<file path="src/rtl/moncap_pkg.sv">
// Shared definitions for the AND/OR monitor capture block: event word layout,
// monitor pair type and drop counter width.
package moncap_pkg;

  localparam int TS_W_DEF = 16;

  // Event word layout: {ts, m2, m1}
  localparam int M1_BIT = 0;
  localparam int M2_BIT = 1;
  localparam int TS_LSB = 2;

  localparam int DROP_CNT_W = 8;

  typedef struct packed {
    logic m2;
    logic m1;
  } mon_t;

  function automatic int ev_width(input int ts_w);
    return ts_w + 2;
  endfunction

endpackage

</file>
<file path="src/rtl/moncap_fifo.sv">
// Synchronous first-word-fall-through FIFO with a registered head word,
// soft clear, and lossless simultaneous push/pop when full.
module moncap_fifo #(
  parameter int DEPTH = 8,
  parameter int WIDTH = 18
) (
  input  logic                     clk,
  input  logic                     rst,
  input  logic                     clr,
  input  logic                     push,
  input  logic                     pop,
  input  logic [WIDTH-1:0]         din,
  output logic [WIDTH-1:0]         dout,
  output logic [$clog2(DEPTH):0]   count,
  output logic                     full,
  output logic                     empty
);

  localparam int PTR_W = $clog2(DEPTH);
  localparam int CNT_W = PTR_W + 1;

  logic [WIDTH-1:0] mem [DEPTH];
  logic [PTR_W-1:0] wr_ptr_q, rd_ptr_q, rd_ptr_nxt;
  logic [CNT_W-1:0] count_q;
  logic [WIDTH-1:0] dout_q, head_d;
  logic             push_ok, pop_ok;

  assign empty      = (count_q == '0);
  assign full       = (count_q == CNT_W'(DEPTH));
  assign pop_ok     = pop && !empty && !clr;
  assign push_ok    = push && (!full || pop_ok) && !clr;
  assign rd_ptr_nxt = rd_ptr_q + PTR_W'(1);

  // The head word is kept in its own register so the output is defined
  // after reset and holds its last value while empty.
  // NOTE: every signal driven in always_comb gets a default first, otherwise
  // an unassigned path infers a latch.
  always_comb begin
    head_d = dout_q;
    if (pop_ok) begin
      if (count_q == CNT_W'(1)) begin
        if (push_ok) head_d = din;
      end else begin
        head_d = mem[rd_ptr_nxt];
      end
    end else if (push_ok && empty) begin
      head_d = din;
    end
  end

  // NOTE: sequential state uses non-blocking assignments so every flop
  // samples pre-edge values regardless of statement order.
  always_ff @(posedge clk) begin
    if (rst) begin
      wr_ptr_q <= '0;
      rd_ptr_q <= '0;
      count_q  <= '0;
      dout_q   <= '0;
    end else if (clr) begin
      wr_ptr_q <= '0;
      rd_ptr_q <= '0;
      count_q  <= '0;
    end else begin
      if (push_ok) wr_ptr_q <= wr_ptr_q + PTR_W'(1);
      if (pop_ok)  rd_ptr_q <= rd_ptr_nxt;
      case ({push_ok, pop_ok})
        2'b10:   count_q <= count_q + CNT_W'(1);
        2'b01:   count_q <= count_q - CNT_W'(1);
        default: count_q <= count_q;
      endcase
      dout_q <= head_d;
    end
  end

  // NOTE: storage is deliberately not reset; validity is tracked by count_q,
  // and leaving the array reset-free lets it map onto plain RAM.
  always_ff @(posedge clk) begin
    if (!rst && push_ok) mem[wr_ptr_q] <= din;
  end

  assign dout  = dout_q;
  assign count = count_q;

endmodule

</file>
<file path="src/rtl/andor_monitor_capture.sv">
// Change-log capture of the AND/OR gate stage monitor pair into a time-stamped
// event FIFO. Optional dropped-event counter: define MONCAP_DROP_CNT_EN.
module andor_monitor_capture
  import moncap_pkg::*;
#(
  parameter int DEPTH = 8,
  parameter int TS_W  = TS_W_DEF
) (
  input  logic                    clk,
  input  logic                    rst,
  input  logic                    monitor_m1,
  input  logic                    monitor_m2,
  input  logic                    en,
  input  logic                    clr,
  output logic                    ev_valid,
  input  logic                    ev_ready,
  output logic [TS_W+1:0]         ev_data,
  output logic [$clog2(DEPTH):0]  ev_count,
  output logic                    overflow
`ifdef MONCAP_DROP_CNT_EN
  ,
  output logic [DROP_CNT_W-1:0]   drop_cnt
`endif
);

  localparam int EV_W = ev_width(TS_W);

  mon_t            cur, prev_q;
  logic [TS_W-1:0] ts_q;
  logic [EV_W-1:0] ev_word;
  logic            push_req, pop_fire, drop;
  logic            fifo_full, fifo_empty;

  assign cur      = {monitor_m2, monitor_m1};
  assign push_req = en && (cur != prev_q);
  assign pop_fire = ev_ready && !fifo_empty;
  assign drop     = push_req && fifo_full && !pop_fire;

  always_comb begin
    ev_word                 = '0;
    ev_word[M1_BIT]         = cur.m1;
    ev_word[M2_BIT]         = cur.m2;
    ev_word[EV_W-1:TS_LSB]  = ts_q;
  end

  // prev follows the inputs even while capture is disabled or clearing, so
  // re-enabling never reports a stale difference.
  always_ff @(posedge clk) begin
    if (rst) begin
      prev_q <= '0;
      ts_q   <= '0;
    end else begin
      prev_q <= cur;
      if (clr)     ts_q <= '0;
      else if (en) ts_q <= ts_q + TS_W'(1);
    end
  end

  moncap_fifo #(
    .DEPTH (DEPTH),
    .WIDTH (EV_W)
  ) u_fifo (
    .clk   (clk),
    .rst   (rst),
    .clr   (clr),
    .push  (push_req),
    .pop   (ev_ready),
    .din   (ev_word),
    .dout  (ev_data),
    .count (ev_count),
    .full  (fifo_full),
    .empty (fifo_empty)
  );

  assign ev_valid = !fifo_empty;

`ifdef MONCAP_DROP_CNT_EN
  logic [DROP_CNT_W-1:0] drop_cnt_q;

  always_ff @(posedge clk) begin
    if (rst || clr) begin
      drop_cnt_q <= '0;
    end else if (drop && (drop_cnt_q != '1)) begin
      drop_cnt_q <= drop_cnt_q + DROP_CNT_W'(1);
    end
  end

  assign drop_cnt = drop_cnt_q;
  assign overflow = (drop_cnt_q != '0);
`else
  logic overflow_q;

  always_ff @(posedge clk) begin
    if (rst || clr) overflow_q <= 1'b0;
    else if (drop)  overflow_q <= 1'b1;
  end

  assign overflow = overflow_q;
`endif

endmodule

</file>
<file path="config.mk">
export PLATFORM = sky130hd
export DESIGN_NAME = andor_monitor_capture
export DESIGN_NICKNAME = d
export VERILOG_FILES = /design/src/rtl/moncap_pkg.sv /design/src/rtl/moncap_fifo.sv /design/src/rtl/andor_monitor_capture.sv
export SDC_FILE = /design/constraint.sdc
export NUM_CORES = 1
export LEC_CHECK = 0
export CORE_UTILIZATION = 55
export DETAILED_ROUTE_END_ITERATION = 10
export PLACE_DENSITY = 0.83
export SYNTH_ARGS = -nofsm -noshare
export SYNTH_HDL_FRONTEND = slang
export SYNTH_SLANG_ARGS = --single-unit
export TNS_END_PERCENT = 5
</file>
<file path="constraint.sdc">
create_clock -name clk -period 9.9 [get_ports clk]
set_input_delay 2.97 -clock clk [delete_from_list [all_inputs] [get_ports clk]]
set_output_delay 2.97 -clock clk [all_outputs]
set_load 0.005 [all_outputs]
</file>
Word-level counts from Yosys, hierarchy flattened. Memories as Yosys holds them, arrays and structs flattened. Index checks and enable logic that the tools add are counted.

Memories kept: 1. Bits of input ports: 7. RAM bits: 144. Output and inout port bits: 24. Word-level logic and storage cells: 49. Flip-flop bits (word level): 47.

Memory list: u_fifo.mem (depth 8, bits a word 18, rd ports 1, clocked after memory_dff 0, wr ports 1, RTL line moncap_fifo.sv:22) `logic [WIDTH-1:0] mem [DEPTH];`.

Bitwise logic cells: 1. Add/subtract/negate cells: 5. Muxes and demuxes: 7. Equality and inequality tests: 6. Reductions and logical operators: 21.

Operators with widths (count): $mux 18 (4); $add 16x1->16 const B (1); $logic_and 1x1->1 (9); $pmux 4 s2 (1); $add 3x1->3 const B (2); $logic_not 1->1 (5); $add 4x1->4 const B (1); $eq 4x1->1 const B (1); $eq 4x4->1 const B (1); $logic_not 4->1 (1); $reduce_bool 2->1 (2); $sub 4x1->4 const B (1); $ne 3x2->1 const B (1); $reduce_and 3->1 (1); $eq 2x1->1 const B (1); $eq 2x2->1 const B (1); $logic_or 1x1->1 (2); $mux 1 (2); $ne 2x2->1 (1); $reduce_or 2->1 (1); $not 1->1 (1).

Longest topological paths before layout.
Depth after elaboration: 10. Mapped depth: 10. Depth with buffers taken out: 10.

Modules after synthesis. From an unflattened synthesis, not the netlist that was laid out.

Cells, all modules: 518. Area, all modules: 7778.7 um2.

By module, submodules not included: moncap_fifo (times used 1, area an instance 6891.6 um2, cells each 421); andor_monitor_capture (times used 1, area an instance 887.1 um2, cells each 97).

Least setup slack after synthesis. Ideal clock, no wire load.

Path type: in2reg. From: input clr. To: memory u_fifo.mem[0][0] (enable). Stages on the path: 5. Library setup time: 0.416 ns. Buffers on the path: 2. Path slack: 4.323 ns. Data arrival time: 5.161 ns. Cells stage by stage: buf_2 or2_1 clkbuf_1 or3_1 nor3_1.

Longest elaborated chain between the ends: 8.

Ends and longest elaborated chain: start: declaration (RTL line andor_monitor_capture.sv:14) `input logic clr,`; $logic_not 1->1 * (RTL line moncap_fifo.sv:30, moncap_fifo.sv:31); $logic_and 1x1->1 (RTL line moncap_fifo.sv:30) `assign pop_ok = pop && !empty && !clr;`; $logic_or 1x1->1 (RTL line moncap_fifo.sv:31) `assign push_ok = push && (!full || pop_ok) && !clr;`; $logic_and 1x1->1 (RTL line moncap_fifo.sv:31); $logic_and 1x1->1 * (RTL line moncap_fifo.sv:31); $logic_and 1x1->1 * (RTL line moncap_fifo.sv:78) `if (!rst && push_ok) mem[wr_ptr_q] <= din;`; $mux 1 * (RTL line moncap_fifo.sv:78); $mux 1 (not written as such) * (RTL line moncap_fifo.sv:78); end: declaration (RTL line moncap_fifo.sv:22).

Mark *: on every way between the ends. The rest lies on a longest branch, timed or not.

Worst setup path in the final report.
From: input rst. To: memory u_fifo.mem[2][9] (enable).

Longest elaborated chain between the ends: 4.

Ends and longest elaborated chain: start: declaration (RTL line andor_monitor_capture.sv:10) `input logic rst,`; $logic_not 1->1 (RTL line moncap_fifo.sv:78); $logic_and 1x1->1 (RTL line moncap_fifo.sv:78); $mux 1 (RTL line moncap_fifo.sv:78); $mux 1 (not written as such) (RTL line moncap_fifo.sv:78).

No other way between the ends.

==> metrics.txt <==
synthesized flop and latch total 191; initial drt markers 496; worst slew pin tran 929 ps; # rows 43; first-pass GRT wire length 28.2 mm; Setup Buffers After CTS 0; reg-to-reg startpoint u_fifo.count[0]; largest net degree at the start of global routing 38; Setup Skew 8.47 ps; part of the Yosys area used for sequential elements 66.5%; RSZ-0062 raised after global routing no; post-CTS resize count 0; htree depth 4; setup total negative slack 0 ps; Syn Inst Count 484; Fin Hold WS 464 ps; CP endpoint kind flip-flop; Starting Density 56.8%; Slew Viols, Final 0; most frequent cells in the layout 144 x edfxtp_1, 46 x dfxtp_1, 36 x mux4_2, 30 x clkdlybuf4s50_1, 26 x nor2_1; Async S/R FF share, synth 0%; post-DP HPWL 10.9 mm; First-pass DRT Iterations 7; Die Wd 122 um; status finished clean; flop2flop setup slack 6710 ps; Yosys cell types 51; WS Path Type primary input to flip-flop; IR Drop Worst-Case VDD 93.2 uV; Slew HR 38.0%; layout cells sized above 1 19.5%; initial antenna violation count 0; Die Y 122 um; Ys Warns 0; Final min period 5800 ps; CP Data Required Time 10020 ps; Yosys top cell by area edfxtp_1; CTS tree done; final WL 18.1 mm; Max Cap Viol 0; Post-synth EDFFs 144; Post-Syn Nets 498; max frequency 0.172 GHz; CTS sink count 191; Setup crit start kind primary input; # hold bufs at CTS 0; Arrival @ worst endpoint 5920 ps; routed wire length per instance 25.6 um; Final Hold Fails 0; Power Total 1.61 mW; cts bufs inserted 17; Layout fillers 910; Ports 31; via count 4846; hold_sp u_fifo.rd_ptr_q[1]; GPL Wtd Cong 0.783; Worst Hold Path EP u_fifo.rd_ptr_q[1]; Port Buf Inserts 30; Core Box Area 0.0139 mm2; most common cell after layout, fill and taps aside edfxtp_1; deepest clock path buffer count 2; GRT Total Usage 26.4%; Area growth syn-to-layout 13.1%; CP max FO 27; worst flop-to-flop path endpoint u_fifo.mem[2][9]; vias per cell 6.83; Leakage 2.76 nW; R2R depth 7; pwr dens 180 mW/mm2; Hold Crit Depth 2; grt ovf 0; clock latency on the worst-skew pair 420 ps; synth top area cells edfxtp_1 55%, dfxtp_1 12%, mux4_2 10%; vias in the first global route 4984; post-synthesis average cell area 16.4 um2; number of diodes 0; post-route ant nets 0; final-stage net count 530; most common flop cell mapped by yosys edfxtp_1; share of the synthesized area in the top cell type 54.6%; die area 0.0149 mm2; Hold Crit Class flip-flop to flip-flop; clock root buffer clkbuf_16; DR DRC count 0; final worst-path cycle share 58.6%; Worst-path clk slew 60 ps; Syn Std Cell Area 0.00792 mm2; number of setup violations in the final report 0
report_power, final:
part | total [mW] | leakage [nW] | switching (mW) | internal [mW]
logic | 0.0660 | 0.782 | 0.0427 | 0.0232
registers | 0.863 | 1.69 | 0.00471 | 0.858
clock network | 0.680 | 0.282 | 0.279 | 0.401
total | 1.61 | 2.76 | 0.326 | 1.28
worst max-delay path by stage:
stage / start / endpoint / slack, ps / cells after the start
after floorplan: clr / u_fifo.mem[0][0] / 4320 / 5
after global placement: rst / u_fifo.mem[2][10] / 3940 / 6
after detailed placement: clr / u_fifo.mem[2][10] / 3780 / 5
after CTS: clr / u_fifo.mem[2][9] / 4170 / 5
after global routing: clr / u_fifo.mem[2][9] / 4030 / 5
final: rst / u_fifo.mem[2][9] / 4100 / 6
metal layers:
metal  up-vias  track usage, %  wire [um]
li1       2030               -          -
met1      2423            33.5       6580
met2       315            43.5       9160
met3        78            5.01       1620
met4         0            13.5        778
met5         -               0          0
critical path: stages:
cell             delay [ps]
clkdlybuf4s50_1         410
buf_4                   250
or2_1                   590
or3_1                   590
nor2_1                  740
buf_4                   350
synth_stat cells, drive strengths merged (4+ instances only):
cell	n
a41oi	18
nand2	10
o22ai	18
mux4	36
nor4b	19
o21ai	26
xor2	15
o211ai	5
a21oi	8
xnor2	4
nor2	27
edfxtp	144
or3	8
ha	7
dfxtp	47
nand3	7
o31ai	18
clkbuf	7
buf	24
nand4	4
layout make-up:
cell class / instances / area (um2) / share of cell area (%)
clock buffer: 20 / 447 / 4.99
clock inverter: 12 / 144 / 1.61
inverter: 4 / 15.0 / 0.168
multi-input combinational: 258 / 2450 / 27.4
sequential: 191 / 5270 / 58.8
tap: 180 / 225 / 2.52
timing repair buffer: 44 / 405 / 4.53
flip-flops by register name (all words and copies together) (netlist names):
signal	cells
u_fifo.count	4
u_fifo.mem	144
ts_q	16
prev_q	2
u_fifo.dout	18
u_fifo.wr_ptr_q	3
overflow	1
u_fifo.rd_ptr_q	3
metrics by stage:
stage	area, um2	std cells	utilization, %	setup WS, ps
after global routing	8950	709	64.3	4030
after global placement	8360	677	60.0	3940
after floorplan	7920	484	-	4320
final	8950	709	64.3	4100
after CTS	8950	709	64.3	4170
after detailed placement	8360	677	60.0	3780
cell families after synthesis:
kind of cell               share of synthesized area (%)
DFF                                                 66.5
AOI/OAI and AO/OA                                   9.58
and+or+nand+nor                                     7.41
muxes                                               10.6
buffers and inverters                               2.67
xor gates and xnor gates                            2.10
adders and majority gates                           1.11
(Power assumes the default switching activity.)
